File: src/rtl/id_ex_reg.sv
// ID/EX pipeline register: bubble on load-use lock, kill on redirect, hold on stall, freeze after halting syscall.
// Optional performance counters (bubble_cnt, flush_cnt) are built only when PERF_CNT_EN is defined.
module id_ex_reg #(
    parameter int DW = 32,
    parameter int RW = 5
) (
    input  logic          clk,
    input  logic          rst,
    input  logic          stall,
    input  logic          flush,
    input  logic          nop_lock_id,
    input  logic          valid_id,
    input  logic [DW-1:0] pc_id,
    input  logic [DW-1:0] instr_id,
    input  logic [DW-1:0] bypass_data1_id,
    input  logic [DW-1:0] bypass_data2_id,
    input  logic [DW-1:0] imm_id,
    input  logic [RW-1:0] regfile_write_num_id,
    input  logic          RegWrite_id,
    input  logic          MemRead_id,
    input  logic          MemWrite_id,
    input  logic          MemToReg_id,
    input  logic          ALUSrc_id,
    input  logic [3:0]    ALUOp_id,
    input  logic [1:0]    Jump_id,
    input  logic          syscall_halt_id,
    output logic          valid_id_ex,
    output logic [DW-1:0] pc_id_ex,
    output logic [DW-1:0] instr_id_ex,
    output logic [DW-1:0] bypass_data1_id_ex,
    output logic [DW-1:0] bypass_data2_id_ex,
    output logic [DW-1:0] imm_id_ex,
    output logic [RW-1:0] regfile_write_num_id_ex,
    output logic          RegWrite_id_ex,
    output logic          MemRead_id_ex,
    output logic          MemWrite_id_ex,
    output logic          MemToReg_id_ex,
    output logic          ALUSrc_id_ex,
    output logic [3:0]    ALUOp_id_ex,
    output logic [1:0]    Jump_id_ex,
    output logic          syscall_halt_id_ex,
`ifdef PERF_CNT_EN
    output logic          halted,
    output logic [31:0]   bubble_cnt,
    output logic [31:0]   flush_cnt
`else
    output logic          halted
`endif
);

    typedef enum logic {RUN, HALTED} state_t;

    state_t        state_q, state_d;
    logic          valid_q, valid_d;
    logic [DW-1:0] pc_q, pc_d, instr_q, instr_d;
    logic [DW-1:0] bp1_q, bp1_d, bp2_q, bp2_d, imm_q, imm_d;
    logic [RW-1:0] wnum_q, wnum_d;
    logic          rw_q, rw_d, mr_q, mr_d, mw_q, mw_d;
    logic          m2r_q, m2r_d, alusrc_q, alusrc_d, sys_q, sys_d;
    logic [3:0]    aluop_q, aluop_d;
    logic [1:0]    jump_q, jump_d;

    always_comb begin
        state_d  = state_q;
        valid_d  = valid_q;
        pc_d     = pc_q;
        instr_d  = instr_q;
        bp1_d    = bp1_q;
        bp2_d    = bp2_q;
        imm_d    = imm_q;
        wnum_d   = wnum_q;
        rw_d     = rw_q;
        mr_d     = mr_q;
        mw_d     = mw_q;
        m2r_d    = m2r_q;
        alusrc_d = alusrc_q;
        aluop_d  = aluop_q;
        jump_d   = jump_q;
        sys_d    = sys_q;
        if (state_q == HALTED) begin
            // Frozen: keep issuing bubbles, data fields stay put.
            valid_d = 1'b0;
            rw_d    = 1'b0;
            mr_d    = 1'b0;
            mw_d    = 1'b0;
            sys_d   = 1'b0;
            jump_d  = 2'b00;
        end else if (!stall) begin
            valid_d  = valid_id;
            pc_d     = pc_id;
            instr_d  = instr_id;
            bp1_d    = bypass_data1_id;
            bp2_d    = bypass_data2_id;
            imm_d    = imm_id;
            wnum_d   = regfile_write_num_id;
            rw_d     = RegWrite_id;
            mr_d     = MemRead_id;
            mw_d     = MemWrite_id;
            m2r_d    = MemToReg_id;
            alusrc_d = ALUSrc_id;
            aluop_d  = ALUOp_id;
            jump_d   = Jump_id;
            sys_d    = syscall_halt_id;
            if (flush || nop_lock_id) begin
                valid_d = 1'b0;
                rw_d    = 1'b0;
                mr_d    = 1'b0;
                mw_d    = 1'b0;
                sys_d   = 1'b0;
                jump_d  = 2'b00;
            end
            if (flush)
                instr_d = '0;
            if (valid_id && !flush && !nop_lock_id && syscall_halt_id)
                state_d = HALTED;
        end
    end

    always_ff @(posedge clk) begin
        if (rst) begin
            state_q  <= RUN;
            valid_q  <= 1'b0;
            pc_q     <= '0;
            instr_q  <= '0;
            bp1_q    <= '0;
            bp2_q    <= '0;
            imm_q    <= '0;
            wnum_q   <= '0;
            rw_q     <= 1'b0;
            mr_q     <= 1'b0;
            mw_q     <= 1'b0;
            m2r_q    <= 1'b0;
            alusrc_q <= 1'b0;
            aluop_q  <= '0;
            jump_q   <= '0;
            sys_q    <= 1'b0;
        end else begin
            state_q  <= state_d;
            valid_q  <= valid_d;
            pc_q     <= pc_d;
            instr_q  <= instr_d;
            bp1_q    <= bp1_d;
            bp2_q    <= bp2_d;
            imm_q    <= imm_d;
            wnum_q   <= wnum_d;
            rw_q     <= rw_d;
            mr_q     <= mr_d;
            mw_q     <= mw_d;
            m2r_q    <= m2r_d;
            alusrc_q <= alusrc_d;
            aluop_q  <= aluop_d;
            jump_q   <= jump_d;
            sys_q    <= sys_d;
        end
    end

`ifdef PERF_CNT_EN
    logic [31:0] bubble_cnt_q, flush_cnt_q;
    logic        cap_en, bubble_inc, flush_inc;

    // A flush that coincides with a lock is charged to flush only.
    assign cap_en     = (state_q == RUN) && !stall;
    assign bubble_inc = cap_en && !flush && nop_lock_id;
    assign flush_inc  = cap_en && flush;

    always_ff @(posedge clk) begin
        if (rst) begin
            bubble_cnt_q <= '0;
            flush_cnt_q  <= '0;
        end else begin
            bubble_cnt_q <= bubble_cnt_q + {31'd0, bubble_inc};
            flush_cnt_q  <= flush_cnt_q + {31'd0, flush_inc};
        end
    end

    assign bubble_cnt = bubble_cnt_q;
    assign flush_cnt  = flush_cnt_q;
`endif

    assign valid_id_ex             = valid_q;
    assign pc_id_ex                = pc_q;
    assign instr_id_ex             = instr_q;
    assign bypass_data1_id_ex      = bp1_q;
    assign bypass_data2_id_ex      = bp2_q;
    assign imm_id_ex               = imm_q;
    assign regfile_write_num_id_ex = wnum_q;
    assign RegWrite_id_ex          = rw_q;
    assign MemRead_id_ex           = mr_q;
    assign MemWrite_id_ex          = mw_q;
    assign MemToReg_id_ex          = m2r_q;
    assign ALUSrc_id_ex            = alusrc_q;
    assign ALUOp_id_ex             = aluop_q;
    assign Jump_id_ex              = jump_q;
    assign syscall_halt_id_ex      = sys_q;
    assign halted                  = (state_q == HALTED);

endmodule

File: config.mk
export PLATFORM = sky130hd
export DESIGN_NAME = id_ex_reg
export DESIGN_NICKNAME = d
export VERILOG_FILES = /design/src/rtl/id_ex_reg.sv
export SDC_FILE = /design/constraint.sdc
export NUM_CORES = 1
export LEC_CHECK = 0
export CORE_MARGIN = 8
export CORE_UTILIZATION = 45
export CTS_BUF_LIST = sky130_fd_sc_hd__clkbuf_4 sky130_fd_sc_hd__clkbuf_8
export CTS_CLUSTER_SIZE = 24
export DETAILED_ROUTE_END_ITERATION = 10
export GPL_ROUTABILITY_DRIVEN = 1
export PLACE_DENSITY = 0.88
export SLEW_MARGIN = 25
export SYNTH_ARGS = -nofsm -noshare
export SYNTH_HDL_FRONTEND = slang
export SYNTH_SLANG_ARGS = --single-unit
File: constraint.sdc
create_clock -name clk -period 3.6 [get_ports clk]
set_input_delay 0.72 -clock clk [delete_from_list [all_inputs] [get_ports clk]]
set_output_delay 0.72 -clock clk [all_outputs]
set_load 0.1 [all_outputs]
Word level (Yosys, flattened, before mapping)
Index checks and enable logic that the tools add are counted.
{"block": "word_totals", "in_bits": 183, "reg_bits": 179, "out_inout_bits": 179}
{"block": "classes", "n_mux": 10, "bitwise": 2, "reduce_logical": 8}
{"op": "32-bit 2-to-1 mux", "count": 1}
{"op": "1-bit 2-to-1 mux", "count": 8}
{"op": "1-bit logical AND", "count": 3}
{"op": "1-bit zero test", "count": 2}
{"op": "2-bit 2-to-1 mux", "count": 1}
{"op": "1-bit inverter", "count": 2}
{"op": "2-bit AND reduction", "count": 1}
{"op": "2-bit OR reduction", "count": 1}
{"op": "1-bit logical OR", "count": 1}

Depth between registers and ports, before layout
Gate-level depths: netlist (run 1).
{"block": "logic_depth", "ltp_word": 7, "depth_mapped": 5, "mapped_depth_nobuf": 2}

Worst setup path before layout (run 1)
Ideal clock, no wire load.
{"block": "synth_path", "kind": "flip-flop to flip-flop", "start": "reg state_q, in the netlist halted", "end": "reg aluop_q[0], in the netlist ALUOp_id_ex[0]", "arrival_time_ns": 1.945, "stages_incl_launch_ff": 6, "path_buffers": 3, "path_slack_ns": 1.584, "required_time_ns": 3.529, "path_cell_list": "dfxtp_1 > buf_2 > buf_2 > clkbuf_1 > o21ai_0 > a21oi_1"}
{"block": "synth_via", "elab_chain_len": 2}
{"element": "from (decl)", "line_no": "53", "source": "state_t state_q, state_d;"}
{"element": "from (signal assigned)", "line_no": "138", "source": "state_q <= state_d;"}
{"element": "1-bit inverter (no line)"}
{"element": "2-bit AND reduction (no line)"}
{"element": "to (signal assigned)", "line_no": "151", "source": "aluop_q <= aluop_d;"}
{"element": "to (decl)", "line_no": "60", "source": "logic [3:0] aluop_q, aluop_d;"}
No other way between the ends.
A chain may end at the register's enable or synchronous reset.

Final worst setup path (run 1)
{"block": "layout_path", "start": "reg rw_q, in the netlist RegWrite_id_ex", "end": "out RegWrite_id_ex"}
{"element": "from (decl)", "line_no": "58", "source": "logic rw_q, rw_d, mr_q, mr_d, mw_q, mw_d;"}
{"element": "from (signal assigned)", "line_no": "146", "source": "rw_q <= rw_d;"}
{"element": "to (decl)", "line_no": "34", "source": "output logic RegWrite_id_ex,"}
No word-level cell between the ends.

==> results.py, run 1 <==
metrics = {
    "outcome": {
        "status": "completed",
    },
    "final_layout": {
        "multi_input_area_sq_mm": 0.00337,
        "nets": 1278,
        "area_growth_pct": 53.7,
        "fin_area_sq_mm": 0.0113,
        "final-seq-area_sq_mm": 0.00359,
        "fillers": 1198,
        "drive_gt1_share_pct": 4.42,
    },
    "yosys": {
        "syn_nets": 988,
        "synth_top_cell_area_share_pct": 48.7,
        "async_flop_share_pct": 0,
        "synth_xor_area_share_pct": 0,
        "synthMuxAreaShare_pct": 0,
        "synthSimpleGateAreaFrac_pct": 21.5,
        "ys_ff_latch": 179,
        "synthCells": 805,
        "ys_top_cells_by_count": "dfxtp_1, a21oi_1, o21ai_0, or3b_1, clkbuf_1",
        "synth_compound_area_share_pct": 24.3,
        "synth_area_leader_cell": "dfxtp_1",
        "synth_edf_count": 0,
        "yosys-top-cells-area": "dfxtp_1, or3b_1, a21oi_1",
        "syn_area_per_cell_sq_um": 9.14,
        "yosysMostFrequentCell": "dfxtp_1",
        "ys.flop_type": "dfxtp_1",
        "synth.yosys.seq_area_share_pct": 48.7,
        "synth_area_sq_mm": 0.00736,
        "synth_cell_types": 17,
        "yosysWarningCount": 0,
        "synth_top_family_by_area": "compound AO/OA/AOI/OAI gates",
        "synthAdderAreaFrac_pct": 0,
    },
    "cts": {
        "cts_buffers": 17,
        "cts_resized": 0,
        "clkSinkCount": 179,
        "path_clk_slew_ns": 0.09,
        "cts_tree": "built",
        "cts_root_buffer": "clkbuf_8",
        "clockBufferDepth": 2,
        "clk_latency_ns": 0.46,
        "cts_setup_buffers": 0,
        "cts_max_level": 4,
        "cts_hold_buf": 0,
    },
    "detailed_routing": {
        "wire_per_inst_um": 18.7,
        "routed_wl_um": 24800,
        "drc": 0,
        "postRouteAntennaNets": 0,
        "first_iter_violations": 460,
        "via_per_inst": 5.38,
        "drtPass1Iterations": 5,
        "routed-via-count": 7132,
    },
    "critical_path": {
        "required_ns": 2.88,
        "startpoint_type": "flip-flop",
        "crit_arrival_ns": 2.01,
        "worstSetupPathType": "flip-flop to primary output",
        "cp_max_fo": 2,
        "cp_top_family": "buffers and inverters",
        "cp_slowest_cell": "clkdlybuf4s50_1",
        "end_kind": "primary output",
        "worstPathCellList": "clkdlybuf4s50_1",
        "cpPeakStageDelay_ns": 1.18,
        "cp.buffers_inverters": 1,
    },
    "die": {
        "core_sq_mm": 0.0159,
        "ios": 362,
        "fp.dieArea_sq_mm": 0.0207,
        "die_y_um": 144,
        "die_w_um": 144,
        "placementRows": 46,
        "floorplan.initialDensity_pct": 46.2,
    },
    "global_route": {
        "antenna_found_initial": 1,
        "grt_pass1_wl_um": 36600,
        "grt_max_degree": 212,
        "grtUsageTotal_pct": 22.8,
        "grt_pass1_vias": 6549,
        "grt_overflow": 0,
    },
    "placed_design": {
        "place_area_sq_mm": 0.0109,
        "dp_hpwl_um": 17400,
        "io_buffers": 361,
        "gp_congestion": 0.808,
    },
    "timing": {
        "max-slew-margin-rel_pct": 29.4,
        "drv_slew": 0,
        "setup_tns_ns": 0,
        "finalCriticalPeriod_ns": 2.73,
        "grt_setup_unrepaired": "no",
        "tightest_slew_ns": 1.06,
        "max_clock_freq_mhz": 366,
        "skew_ns": 0.00732,
        "finalSetupViolCount": 0,
        "min_period_over_period_pct": 75.8,
        "hold_viol_final": 0,
    },
    "power": {
        "p_per_area_mw_per_mm2": 438,
        "peakVddDrop_v": 0.000298,
        "power_leakage_nw": 4.00,
    },
    "run": {
        "max_cap_viol_count": 0,
    },
    "hold_path": {
        "hold_class": "flip-flop to flip-flop",
    },
}
==> power by group <==
part	switching, W	leakage (nW)	internal [W]
Clock	0.000707	0.201	0.000633
Sequential	0.0000531	1.47	0.00209
Combinational	0.00103	2.33	0.000458
Total	0.00178	4.00	0.00318
==> final timing paths <==
check	from	endpoint	slack [ns]	cells past startpoint
worst max-delay path	RegWrite_id_ex	RegWrite_id_ex	0.87	1
worst min-delay path	instr_id_ex[6]	instr_id_ex[6]	0.47	2
worst max register to register	halted	pc_id_ex[6]	1.62	3
worst min register to register	instr_id_ex[6]	instr_id_ex[6]	0.47	2
==> sequential cells by signal (all words and copies together) (netlist names) <==
name,flops
MemWrite_id_ex,1
ALUSrc_id_ex,1
imm_id_ex,32
MemRead_id_ex,1
bypass_data2_id_ex,32
ALUOp_id_ex,4
bypass_data1_id_ex,32
instr_id_ex,32
regfile_write_num_id_ex,5
pc_id_ex,32
RegWrite_id_ex,1
Jump_id_ex,2
syscall_halt_id_ex,1
MemToReg_id_ex,1
valid_id_ex,1
halted,1
==> cell families (layout without fill, tap and decap cells) <==
group,Yosys count,after routing
simple gates,177,177
compound gates,350,350
buf+inv,99,402
flops,179,179
other cells,0,1
==> cell type report <==
| class | count | share of cell area (%) |
|---|---|---|
| repair buffers | 369 | 32.7 |
| diodes | 1 | 0.0221 |
| multi-input cells | 527 | 29.8 |
| clock buffers | 24 | 2.70 |
| flip-flops and latches | 179 | 31.7 |
| clock inverters | 8 | 0.674 |
| well taps | 216 | 2.39 |
| inverters | 1 | 0.0332 |
==> per-layer routing <==
layer | GRT usage [%] | vias to the layer above | wire (um)
met2 | 36.7 | 265 | 11900
li1 | - | 3550 | -
met4 | 9.63 | 0 | 663
met3 | 11.4 | 42 | 3070
met1 | 25.0 | 3275 | 9190
met5 | 0 | - | 0
==> metrics by stage <==
step / total power, W / utilization, % / hold WS [ns] / instances / worst slack, ns
global route: 0.00515 / 71.0 / 0.491 / 1325 / 0.790
CTS: 0.00500 / 71.0 / 0.475 / 1324 / 0.821
finish: 0.00496 / 71.0 / 0.472 / 1325 / 0.870
detailed placement: 0.00367 / 68.6 / 0.457 / 1292 / 1.20
global placement: 0.00365 / 68.6 / 0.446 / 1292 / 1.25
floorplan: 0.00320 / - / 0.873 / 805 / 1.58
==> cells in the final DEF (no fill, tap or decap), types with 2 or more instances in the layout <==
cell type / instances
clkdlybuf4s50_1: 355
clkbuf_8: 21
o21ai_0: 171
a32o_1: 6
clkinv_4: 2
a21oi_1: 171
buf_12: 3
dfxtp_1: 178
or3b_1: 139
clkinv_2: 3
buf_4: 10
clkbuf_4: 4
or4b_1: 33
No activity file was read; power rests on OpenSTA's default activity.
==> run 2, diff against run 1 <==
--- a/config.mk
+++ b/config.mk
@@ -6,12 +6,12 @@
 export NUM_CORES = 1
 export LEC_CHECK = 0
 export CORE_MARGIN = 8
-export CORE_UTILIZATION = 45
+export CORE_UTILIZATION = 42
 export CTS_BUF_LIST = sky130_fd_sc_hd__clkbuf_4 sky130_fd_sc_hd__clkbuf_8
 export CTS_CLUSTER_SIZE = 24
 export DETAILED_ROUTE_END_ITERATION = 10
 export GPL_ROUTABILITY_DRIVEN = 1
-export PLACE_DENSITY = 0.88
+export PLACE_DENSITY = 0.83
 export SLEW_MARGIN = 25
 export SYNTH_ARGS = -nofsm -noshare
 export SYNTH_HDL_FRONTEND = slang
==> constraint.sdc (replaced) <==
create_clock -name clk -period 2.8 [get_ports clk]
set_input_delay 0.56 -clock clk [delete_from_list [all_inputs] [get_ports clk]]
set_output_delay 0.56 -clock clk [all_outputs]
set_load 0.1 [all_outputs]
==> results.py, run 2 (synthesis gave the netlist of run 1 again) <==
metrics = {
    "detailed_routing": {
        "routed-via-count": 7084,
        "first_iter_violations": 438,
        "postRouteAntennaNets": 0,
        "drc": 0,
        "via_per_inst": 5.31,
        "wire_per_inst_um": 18.3,
        "routed_wl_um": 24400,
        "drtPass1Iterations": 4,
    },
    "hold_path": {
        "hold_class": "flip-flop to flip-flop",
        "hold_depth": 2,
    },
    "critical_path": {
        "cp_top_family": "flip-flops",
        "cp.buffers_inverters": 1,
        "end_kind": "primary output",
        "startpoint_type": "flip-flop",
        "cpPeakStageDelay_ns": 0.75,
        "required_ns": 2.24,
        "crit_cells": 1,
        "crit_arrival_ns": 1.44,
        "worstPathCellList": "buf_12",
        "reg2reg_depth": 3,
        "worstSetupPathType": "flip-flop to primary output",
        "cp_slowest_cell": "dfxtp_4",
        "cp_max_fo": 65,
    },
    "final_layout": {
        "area_growth_pct": 48.9,
        "final_common_cell": "buf_4",
        "antennaDiodeCount": 0,
        "final_cell_mix": "buf_4, clkdlybuf4s50_1, dfxtp_1",
        "post-route-util_pct": 63.6,
        "nets": 1281,
        "drive_gt1_share_pct": 20.4,
    },
    "run": {
        "max_cap_viol_count": 0,
    },
    "cts": {
        "clockBufferDepth": 2,
        "cts_root_buffer": "clkbuf_8",
        "cts_max_level": 4,
        "path_clk_slew_ns": 0.08,
        "clk_latency_ns": 0.45,
        "cts_setup_buffers": 0,
        "cts_tree": "built",
        "cts_buffers": 17,
        "cts_hold_buf": 0,
        "clkSinkCount": 179,
        "cts_resized": 0,
    },
    "timing": {
        "max-slew-margin-rel_pct": 48.0,
        "max_clock_freq_mhz": 500,
        "hold_viol_final": 0,
        "tightest_slew_ns": 0.781,
        "skew_ns": 0.0156,
        "grt_setup_unrepaired": "no",
        "finalCriticalPeriod_ns": 2.00,
        "finalSetupViolCount": 0,
        "drv_slew": 0,
        "min_period_over_period_pct": 71.4,
        "fin_ws_ns": 0.800,
        "setup_tns_ns": 0,
    },
    "power": {
        "p_sw_w": 0.00230,
        "sw_frac_of_total_pct": 35.7,
        "power_leakage_nw": 4.34,
        "power_w": 0.00644,
        "p_per_area_mw_per_mm2": 588,
        "pwr-share-seq_pct": 42.7,
        "p_int_w": 0.00415,
        "comb_power_share_pct": 28.9,
        "peakVddDrop_v": 0.000315,
        "power_frac_clock_pct": 28.4,
    },
    "outcome": {
        "status": "completed",
    },
    "global_route": {
        "grt_pass1_wl_um": 36700,
        "grt_overflow": 0,
        "antenna_found_initial": 1,
        "grt_max_degree": 134,
        "grtUsageTotal_pct": 20.9,
        "grt_pass1_vias": 6602,
    },
    "die": {
        "placementRows": 48,
        "core_sq_mm": 0.0172,
        "die_w_um": 148,
        "ios": 362,
        "die_y_um": 148,
        "fp.dieArea_sq_mm": 0.0220,
        "floorplan.initialDensity_pct": 42.7,
    },
    "placed_design": {
        "dpl_worst_slack_ns": 0.534,
        "io_buffers": 361,
        "gp_congestion": 0.774,
        "dp_hpwl_um": 17500,
    },
}
-- run 2: cell types whose count changed in the layout (fill, tap and decap cells not counted) --
cell,change
buf_4,+176
clkdlybuf4s50_1,-175
buf_12,+2
clkinv_2,-2
buf_6,+1
bufinv_16,+1
clkbuf_4,-1
clkinv_4,+1
diode_2,-1
inv_4,-1
-- run 2: metrics by stage --
step	area (sq um)	instances	hold WS, ns
2_1_floorplan	7360	805	0.713
5_1_grt	11000	1335	0.484
6_report	11000	1335	0.474
4_1_cts	11000	1335	0.479
3_3_place_gp	10600	1304	0.456
3_5_place_dp	10600	1304	0.463
-- run 2: routing by layer --
metal,wire length [um],GRT usage (%)
met1,9490,23.8
met2,11600,33.8
met3,2540,9.18
met4,707,8.52
met5,13,0
-- run 2: power groups by stage --
| stage | Sequential [W] | Combinational [W] | Clock [W] |
|---|---|---|---|
| final | 0.00275 | 0.00186 | 0.00183 |
| after global routing | 0.00277 | 0.00194 | 0.00198 |
| after CTS | 0.00275 | 0.00187 | 0.00188 |
| after detailed placement | 0.00281 | 0.00187 | 0 |
| after global placement | 0.00280 | 0.00186 | 0 |
| after floorplan | 0.00379 | 0.000324 | 0 |
-- run 2: layout make-up --
class                   instances  area [sq um]
well taps                     225           282
multi-input cells             527          3370
clock inverters                 7          98.8
inverters                       1          3.75
flip-flops and latches        179          3590
clock buffers                  24           312
repair buffers                372          3310
fillers                      1478          6270
-- run 2: final timing paths --
| check | from | endpoint | slack, ns |
|---|---|---|---|
| setup / recovery | halted | halted | 0.80 |
| hold / removal | instr_id_ex[1] | instr_id_ex[1] | 0.47 |
| setup reg to reg | halted | Jump_id_ex[1] | 1.11 |
| hold reg to reg | instr_id_ex[1] | instr_id_ex[1] | 0.47 |
==> run 3, diff against run 2 <==
==> constraint.sdc (replaced) <==
create_clock -name clk -period 2.05 [get_ports clk]
set_input_delay 0.41 -clock clk [delete_from_list [all_inputs] [get_ports clk]]
set_output_delay 0.41 -clock clk [all_outputs]
set_load 0.1 [all_outputs]
==> results.py, run 3 (synthesis gave the netlist of run 1 again) <==
metrics = {
    "global_route": {
        "grtUsageTotal_pct": 21.3,
        "grt_max_degree": 100,
        "grt_pass1_wl_um": 37500,
        "grt_overflow": 0,
        "grt_pass1_vias": 6756,
        "antenna_found_initial": 1,
    },
    "detailed_routing": {
        "wire_per_inst_um": 18.4,
        "postRouteAntennaNets": 0,
        "drc": 0,
        "first_iter_violations": 436,
        "routed-via-count": 7095,
        "drtPass1Iterations": 5,
        "via_per_inst": 5.28,
        "routed_wl_um": 24700,
    },
    "timing": {
        "skew_ns": 0.0109,
        "min_period_over_period_pct": 91.3,
        "finalSetupViolCount": 0,
        "grt_setup_unrepaired": "no",
        "max_clock_freq_mhz": 534,
        "setup_tns_ns": 0,
        "finalCriticalPeriod_ns": 1.87,
        "max-slew-margin-rel_pct": 61.9,
        "tightest_slew_ns": 0.569,
        "hold_viol_final": 0,
        "drv_slew": 0,
    },
    "final_layout": {
        "final_common_cell": "buf_4",
        "final-seq-area_sq_mm": 0.00359,
        "fillers": 1481,
        "nets": 1288,
        "post-route-util_pct": 63.8,
        "final_cell_mix": "buf_4, clkdlybuf4s50_1, dfxtp_1",
        "antennaDiodeCount": 0,
        "multi_input_area_sq_mm": 0.00337,
        "drive_gt1_share_pct": 20.9,
        "area_growth_pct": 49.3,
    },
    "placed_design": {
        "gp_congestion": 0.781,
        "dp_hpwl_um": 17700,
        "io_buffers": 361,
    },
    "hold_path": {
        "hold_class": "input port to flip-flop",
        "hold_start": "rst",
    },
    "critical_path": {
        "cp-startpoint": "halted",
        "cp_slowest_cell": "dfxtp_4",
        "cp_max_fo": 33,
        "worstPathCellList": "buf_12, buf_12",
        "cp_common_cell": "buf_12",
        "cpPeakStageDelay_ns": 0.60,
        "worstSetupPathType": "flip-flop to primary output",
        "end_kind": "primary output",
        "crit_arrival_ns": 1.46,
        "required_ns": 1.64,
        "startpoint_type": "flip-flop",
        "r2r-start": "halted",
    },
    "cts": {
        "cts_hold_buf": 0,
        "cts_max_level": 4,
        "cts_tree": "built",
        "clkSinkCount": 179,
        "cts_buffers": 17,
        "clockBufferDepth": 2,
        "clk_latency_ns": 0.45,
        "cts_root_buffer": "clkbuf_8",
        "path_clk_slew_ns": 0.09,
    },
    "power": {
        "power_leakage_nw": 4.36,
        "p_per_area_mw_per_mm2": 777,
        "peakVddDrop_v": 0.000433,
    },
    "die": {
        "ios": 362,
        "fp.dieArea_sq_mm": 0.0220,
        "core_sq_mm": 0.0172,
        "placementRows": 48,
        "die_y_um": 148,
        "die_w_um": 148,
        "floorplan.initialDensity_pct": 42.7,
    },
    "outcome": {
        "status": "completed",
    },
    "run": {
        "max_cap_viol_count": 0,
    },
}
run 3: repair_timing:
action | CTS | global route
gates resized for setup | 0 | 0
buffers inserted | 0 | 1
endpoints found under the setup margin | 0 | 1
run 3: final timing paths:
path	endpoint	cells past startpoint	slack, ns
max reg2reg	instr_id_ex[21]	3	0.61
max	halted	2	0.18
min	instr_id_ex[27]	2	0.37
min reg2reg	bypass_data1_id_ex[14]	2	0.48
run 3: stage by stage:
stage	setup slack [ns]	power, W	instances	cell area, sq um	hold WS (ns)
3_3_place_gp	0.266	0.00638	1310	10600	0.452
4_1_cts	0.0123	0.00861	1342	11000	0.338
3_5_place_dp	0.222	0.00640	1310	10600	0.462
5_1_grt	0.102	0.00888	1343	11000	0.353
6_report	0.179	0.00854	1343	11000	0.368
2_1_floorplan	0.0343	0.00562	805	7360	0.563
run 3: layout make-up:
type                            count  share of cell area, %
Tap cell                          225                   2.56
Sequential cell                   179                   32.6
Inverter                            1                 0.0342
Timing Repair Buffer              379                   30.9
Clock buffer                       21                   2.52
Clock inverter                     11                  0.706
Multi-Input combinational cell    527                   30.7
run 3: worst max-delay path: cells and delay by family (launching register included):
family	cells	cell delay (ns)
flops	1	0.60
buf+inv	2	0.42
run 3: report_power, final:
group | switching, W | total, W | internal, W | leakage (nW)
registers | 0.0000916 | 0.00375 | 0.00366 | 1.47
logic | 0.00181 | 0.00256 | 0.000755 | 2.70
clock network | 0.00129 | 0.00222 | 0.000933 | 0.179
run 3: per-layer routing:
| layer | share of wire [%] | GRT usage (%) |
|---|---|---|
| met1 | 39 | 24.3 |
| met2 | 48 | 34.9 |
| met3 | 10 | 9.39 |
| met4 | 2.5 | 7.45 |
| met5 | 0.053 | 0 |
